--- config.mk ---
export PLATFORM = sky130hd
export DESIGN_NAME = register_file_sb_flat
export DESIGN_NICKNAME = d
export VERILOG_FILES = /design/src/rtl/register_file_sb_pkg.sv /design/src/rtl/register_file_sb_if.sv /design/src/rtl/register_file_sb_scoreboard.sv /design/src/rtl/register_file_sb.sv /design/src/flat_wrapper.sv
export SDC_FILE = /design/constraint.sdc
export NUM_CORES = 1
export LEC_CHECK = 0
export CAP_MARGIN = 20
export CORE_UTILIZATION = 45
export CTS_CLUSTER_SIZE = 30
export DETAILED_ROUTE_END_ITERATION = 8
export PLACE_DENSITY = 0.66
export SYNTH_ARGS = -nofsm -noshare
export SYNTH_HDL_FRONTEND = slang
export SYNTH_SLANG_ARGS = --single-unit
--- constraint.sdc ---
create_clock -name clk -period 4.4 [get_ports clk]
set_input_delay 0.88 -clock clk [delete_from_list [all_inputs] [get_ports clk]]
set_output_delay 0.88 -clock clk [all_outputs]
set_load 0.1 [all_outputs]
--- src/rtl/register_file_sb_pkg.sv ---
// Shared sizing constants for the register file with busy-bit scoreboard.
// DEPTH is always derived from the address width.
package regfile_pkg;

  localparam int W_DEFAULT = 32;
  localparam int A_DEFAULT = 3;

  function automatic int depth_of(input int a);
    return 1 << a;
  endfunction

endpackage

--- src/rtl/register_file_sb_if.sv ---
// Write, read and reserve bus of the register file; master drives requests, slave returns data/busy.
// No flow control: every request is accepted on the edge it is presented.
interface register_file_sb_if #(
  parameter int W = 32,
  parameter int A = 3
);

  logic         WE;
  logic [A-1:0] addr_input;
  logic [W-1:0] data;
  logic         RE;
  logic [A-1:0] addr_out1;
  logic [A-1:0] addr_out2;
  logic [W-1:0] out1;
  logic [W-1:0] out2;
  logic         RSV;
  logic [A-1:0] addr_rsv;
  logic         busy1;
  logic         busy2;
  logic         rsv_err;

  modport master (
    output WE, addr_input, data, RE, addr_out1, addr_out2, RSV, addr_rsv,
    input  out1, out2, busy1, busy2, rsv_err
  );

  modport slave (
    input  WE, addr_input, data, RE, addr_out1, addr_out2, RSV, addr_rsv,
    output out1, out2, busy1, busy2, rsv_err
  );

endinterface

--- src/rtl/register_file_sb_scoreboard.sv ---
// Per-register busy bits: RSV sets, WE clears, set wins on a same-address collision; rsv_err flags re-reserving.
// Latency: busy updates on the edge, rsv_err is a registered 1-cycle pulse. Optional REGFILE_ZERO_REG_EN masks register 0.
module regfile_scoreboard
  import regfile_pkg::*;
#(
  parameter int A     = A_DEFAULT,
  parameter int DEPTH = depth_of(A)
) (
  input  logic             clk,
  input  logic             reset,
  input  logic             RSV,
  input  logic [A-1:0]     addr_rsv,
  input  logic             WE,
  input  logic [A-1:0]     addr_input,
  output logic [DEPTH-1:0] busy,
  output logic             rsv_err
);

  logic             rsv_ok;
  logic             rsv_err_d;
  logic [DEPTH-1:0] busy_next;

`ifdef REGFILE_ZERO_REG_EN
  assign rsv_ok = RSV && (addr_rsv != '0);
`else
  assign rsv_ok = RSV;
`endif

  // Error looks at the busy bit before this edge's write clear.
  assign rsv_err_d = rsv_ok && busy[addr_rsv];

  always_comb begin
    busy_next = busy;
    if (WE) busy_next[addr_input] = 1'b0;
    if (rsv_ok) busy_next[addr_rsv] = 1'b1;
  end

  always_ff @(posedge clk) begin
    if (reset) begin
      busy    <= '0;
      rsv_err <= 1'b0;
    end else begin
      busy    <= busy_next;
      rsv_err <= rsv_err_d;
    end
  end

endmodule

--- src/rtl/register_file_sb.sv ---
// 2-read/1-write register file with write-to-read bypass and a busy-bit scoreboard; REGFILE_ZERO_REG_EN hardwires r0 to 0.
// Reads have 1-cycle latency when RE=1 and hold otherwise; busy1/busy2 are combinational; no backpressure.
module register_file_sb
  import regfile_pkg::*;
#(
  parameter int W = W_DEFAULT,
  parameter int A = A_DEFAULT
) (
  input logic               clk,
  input logic               reset,
  register_file_sb_if.slave bus
);

  localparam int DEPTH = depth_of(A);

  logic             wr_ok;
  logic [DEPTH-1:0] wr_en;
  logic [W-1:0]     regs [DEPTH];
  logic [DEPTH-1:0] busy;
  logic             byp1;
  logic             byp2;

`ifdef REGFILE_ZERO_REG_EN
  assign wr_ok = bus.WE && (bus.addr_input != '0);
`else
  assign wr_ok = bus.WE;
`endif

  // wr_ok already excludes r0 when it is hardwired, so the bypass never forwards to it.
  assign byp1 = wr_ok && (bus.addr_out1 == bus.addr_input);
  assign byp2 = wr_ok && (bus.addr_out2 == bus.addr_input);

  for (genvar i = 0; i < DEPTH; i++) begin : g_entry
    assign wr_en[i] = wr_ok && (bus.addr_input == A'(i));

    always_ff @(posedge clk) begin
      if (reset) begin
        regs[i] <= '0;
      end else if (wr_en[i]) begin
        regs[i] <= bus.data;
      end
    end
  end

  always_ff @(posedge clk) begin
    if (reset) begin
      bus.out1 <= '0;
      bus.out2 <= '0;
    end else if (bus.RE) begin
      bus.out1 <= byp1 ? bus.data : regs[bus.addr_out1];
      bus.out2 <= byp2 ? bus.data : regs[bus.addr_out2];
    end
  end

  regfile_scoreboard #(
    .A     (A),
    .DEPTH (DEPTH)
  ) u_scoreboard (
    .clk        (clk),
    .reset      (reset),
    .RSV        (bus.RSV),
    .addr_rsv   (bus.addr_rsv),
    .WE         (bus.WE),
    .addr_input (bus.addr_input),
    .busy       (busy),
    .rsv_err    (bus.rsv_err)
  );

  assign bus.busy1 = busy[bus.addr_out1];
  assign bus.busy2 = busy[bus.addr_out2];

endmodule

--- src/flat_wrapper.sv ---
// flat-port wrapper written by rule: the top's interface ports become plain ports
module register_file_sb_flat import regfile_pkg::*;
#(
  parameter int W = W_DEFAULT,
  parameter int A = A_DEFAULT
)
  (clk, reset, bus_WE, bus_addr_input, bus_data, bus_RE, bus_addr_out1, bus_addr_out2, bus_RSV, bus_addr_rsv, bus_out1, bus_out2, bus_busy1, bus_busy2, bus_rsv_err);
  register_file_sb_if #(.W(W), .A(A)) bus_i ();
  input logic clk;
  input logic reset;
  input wire logic [$bits(bus_i.WE)-1:0] bus_WE;
  input wire logic [$bits(bus_i.addr_input)-1:0] bus_addr_input;
  input wire logic [$bits(bus_i.data)-1:0] bus_data;
  input wire logic [$bits(bus_i.RE)-1:0] bus_RE;
  input wire logic [$bits(bus_i.addr_out1)-1:0] bus_addr_out1;
  input wire logic [$bits(bus_i.addr_out2)-1:0] bus_addr_out2;
  input wire logic [$bits(bus_i.RSV)-1:0] bus_RSV;
  input wire logic [$bits(bus_i.addr_rsv)-1:0] bus_addr_rsv;
  output wire logic [$bits(bus_i.out1)-1:0] bus_out1;
  output wire logic [$bits(bus_i.out2)-1:0] bus_out2;
  output wire logic [$bits(bus_i.busy1)-1:0] bus_busy1;
  output wire logic [$bits(bus_i.busy2)-1:0] bus_busy2;
  output wire logic [$bits(bus_i.rsv_err)-1:0] bus_rsv_err;
  assign bus_i.WE = bus_WE;
  assign bus_i.addr_input = bus_addr_input;
  assign bus_i.data = bus_data;
  assign bus_i.RE = bus_RE;
  assign bus_i.addr_out1 = bus_addr_out1;
  assign bus_i.addr_out2 = bus_addr_out2;
  assign bus_i.RSV = bus_RSV;
  assign bus_i.addr_rsv = bus_addr_rsv;
  assign bus_out1 = bus_i.out1;
  assign bus_out2 = bus_i.out2;
  assign bus_busy1 = bus_i.busy1;
  assign bus_busy2 = bus_i.busy2;
  assign bus_rsv_err = bus_i.rsv_err;
  register_file_sb #(.W(W), .A(A)) u_core (.clk(clk), .reset(reset), .bus(bus_i));
endmodule
==> flow_summary.yaml <==
status:
  status: "complete, but fails checks"
  violations: "DRC"
worst_setup_path:
  timing.rr.end: "u_core.bus.out2[30]"
  required_ns: 3.52
  cp_max_fo: 9
  ff2ff_path_depth: 4
  worstSetupPathType: "primary input to output port"
  rrSetupSlack_ns: 2.81
  r2r-start: "u_core.regs[7][30]"
  worstPathArrival_ns: 2.33
  end_kind: "output port"
  start_kind: "primary input"
synth:
  synthCells: 1170
  ys_ff_latch: 329
  synth_flop_cell: "edfxtp_1"
  synth_seq_area_share_pct: 55.56
  netlist.area_leader.share_pct: 46.69
  syn_nets: 1219
  ys_warn_count: 0
  yosys.area.top_type: "edfxtp_1"
  ys_async_sr_fraction_pct: 0
  synth_edf_count: 256
  syn-cell-area_mm2: 0.01647
  synth_common_cells: "and2_1, edfxtp_1, mux4_2"
  ys_types: 44
  ys_top_cells_by_area: "edfxtp_1, mux4_2, and2_1"
  syn_area_per_cell_um2: 14.07
sta:
  tightest_slew_ns: 1.011
  setup_viol: 0
  min_period_ns: 3.212
  postLayoutSetupSlackWorst_ns: 1.188
  grt_setup_unrepaired: "no"
  relSlewSlack_pct: 32.37
  fin_skew_ns: 0.008932
  clock.fmax_mhz: 311.3
  finalHoldViolCount: 0
  hold-worst-slack_ns: 0.4882
  setup_tns_ns: 0
  fin_crit_sh_pct: 73.00
  drv_slew: 0
detailed_routing:
  detail-route-antenna-nets: 0
  viasPerCell: 6.298
  dr.first_iter.drc_count: 1141
  wire_per_inst_um: 26.98
  drt_wl_total_um: 47520
  drc: 5
  vias: 11090
  dr.pass1.iters: 9
clock_network:
  cts_buffers: 37
  cts_sinks: 329
  clk_path_buf_depth: 3
  cts_setup_buffers: 0
  cts_root_buf: "clkbuf_16"
  h-tree-depth: 2
  hold_buffers: 0
  cts_resized: 0
  clkSlewWorstSetupHoldPaths_ns: 0.06
  clock_latency_ns: 0.51
  cts_tree: "done"
finish:
  fill_cells: 2847
  syn_to_final_growth_pct: 18.62
  final_nets: 1320
  regArea_mm2: 0.009149
  n_antenna_cell: 0
  finalNonFillerCells: 1761
  drive_gt1_share_pct: 20.54
  multi_input_area_mm2: 0.006927
floorplan:
  rows: 69
  die_h_um: 193.3
  dieArea_mm2: 0.03736
  die_x_um: 193.3
  initial_core_util_pct: 45.96
  io_pins: 116
  core_area_mm2: 0.03583
min_path:
  min_path_type: "flop to flop"
  min_from: "u_core.bus.out2[19]"
  holdPathEnd: "u_core.bus.out2[19]"
  hold_depth: 1
global_route:
  grt_overflow_total: 0
  grt_pass1_wl_um: 71210
  antenna_found_initial: 0
  grt_pass1_vias: 11197
  grt_max_degree: 63
  grt_usage_pct: 25.39
pwr:
  power.density_mw_per_mm2: 422.2
  p_leak_nw: 6.781
  peakVddDrop_uv: 253.9
placement:
  gp_congestion: 0.8047
  dp_cells: 1693
  dpl.hpwl_um: 28720
  port_buffers: 115
  place_ws_ns: 0.8273
job:
  drv_cap: 0
## metrics by stage
step                instance area (um2)  power (mW)  utilization [%]
floorplan                         16470       4.672                -
global placement                  18280       5.099            51.01
detailed placement                18280       5.116            51.01
CTS                               19530       8.267            54.52
global route                      19530       8.474            54.52
finish                            19530       8.247            54.52
## registers in the layout, indices dropped and copies added, names as in the netlist
register                     cells
u_core.u_scoreboard.busy         8
u_core.bus.out1                 32
u_core.regs                    256
u_core.u_scoreboard.rsv_err      1
u_core.bus.out2                 32
## critical path: stages
cell	delay, ns
buf_2	0.37
mux4_2	0.56
mux2_2	0.27
buf_4	0.23
## final cells by class
| class | count | share of cell area [%] |
|---|---|---|
| Inverter | 12 | 0.2306 |
| Timing Repair Buffer | 163 | 8.084 |
| Sequential cell | 329 | 46.84 |
| Clock inverter | 14 | 0.8904 |
| Multi-Input combinational cell | 728 | 35.46 |
| Tap cell | 461 | 2.953 |
| Clock buffer | 54 | 5.541 |
## logic make-up after synthesis
family	share of synthesized area, %
buffers and inverters	3.131
muxes	19.41
and+or+nand+nor	14.08
DFF	55.56
AOI/OAI and AO/OA	7.454
xor gates and xnor gates	0.3648
## power breakdown
group / internal (mW) / switching (mW) / total [mW]
Sequential: 3.57 / 0.130 / 3.70
Combinational: 0.469 / 0.889 / 1.36
Clock: 1.94 / 1.24 / 3.19
## worst max-delay path by stage
stage,start,end,slack [ns],depth (start not counted)
after floorplan,bus_addr_input[1],u_core.u_scoreboard.busy[1],0.15,4
after global routing,bus_addr_out1[0],bus_busy1,1.17,4
final,bus_addr_out1[0],bus_busy1,1.19,4
after detailed placement,bus_addr_input[2],u_core.regs[6][12],0.83,4
after global placement,bus_addr_input[2],u_core.regs[6][18],0.87,4
after CTS,bus_addr_out1[0],bus_busy1,1.17,4
## metal layers
metal  vias up  wire length, um  GRT usage, %
met5         -                0             0
met4         0              862         5.985
met2       558            23350         42.59
met1      5711            19520         35.07
met3        70             3782         3.556
li1       4751                -             -
## layout by cell type (no fill, tap or decap), drive strengths merged, types with 2 or more instances in the layout
cell / Yosys / final
and2: 256 / 256
edfxtp: 256 / 256
clkdlybuf4s50: 0 / 106
mux4: 104 / 104
dfxtp: 73 / 73
buf: 49 / 57
mux2i: 56 / 56
clkbuf: 52 / 54
o221ai: 47 / 47
o22ai: 30 / 30
nand3b: 28 / 28
mux2: 26 / 26
nor2: 26 / 26
nand3: 22 / 22
o31ai: 18 / 18
a221o: 14 / 14
a22oi: 14 / 14
nand2b: 13 / 13
inv: 12 / 13
o21a: 12 / 12
nand4: 9 / 9
nand2: 9 / 9
a21oi: 7 / 7
clkinv: 0 / 7
nor3: 5 / 5
o21ai: 5 / 5
o32ai: 4 / 4
bufinv: 0 / 4
xnor2: 3 / 3
nor3b: 3 / 3
a211oi: 3 / 3
xor2: 3 / 3
or3b: 2 / 2
nor2b: 2 / 2
clkinvlp: 0 / 2
nor4: 2 / 2
Note: power is estimated with default switching activity, not from simulation.
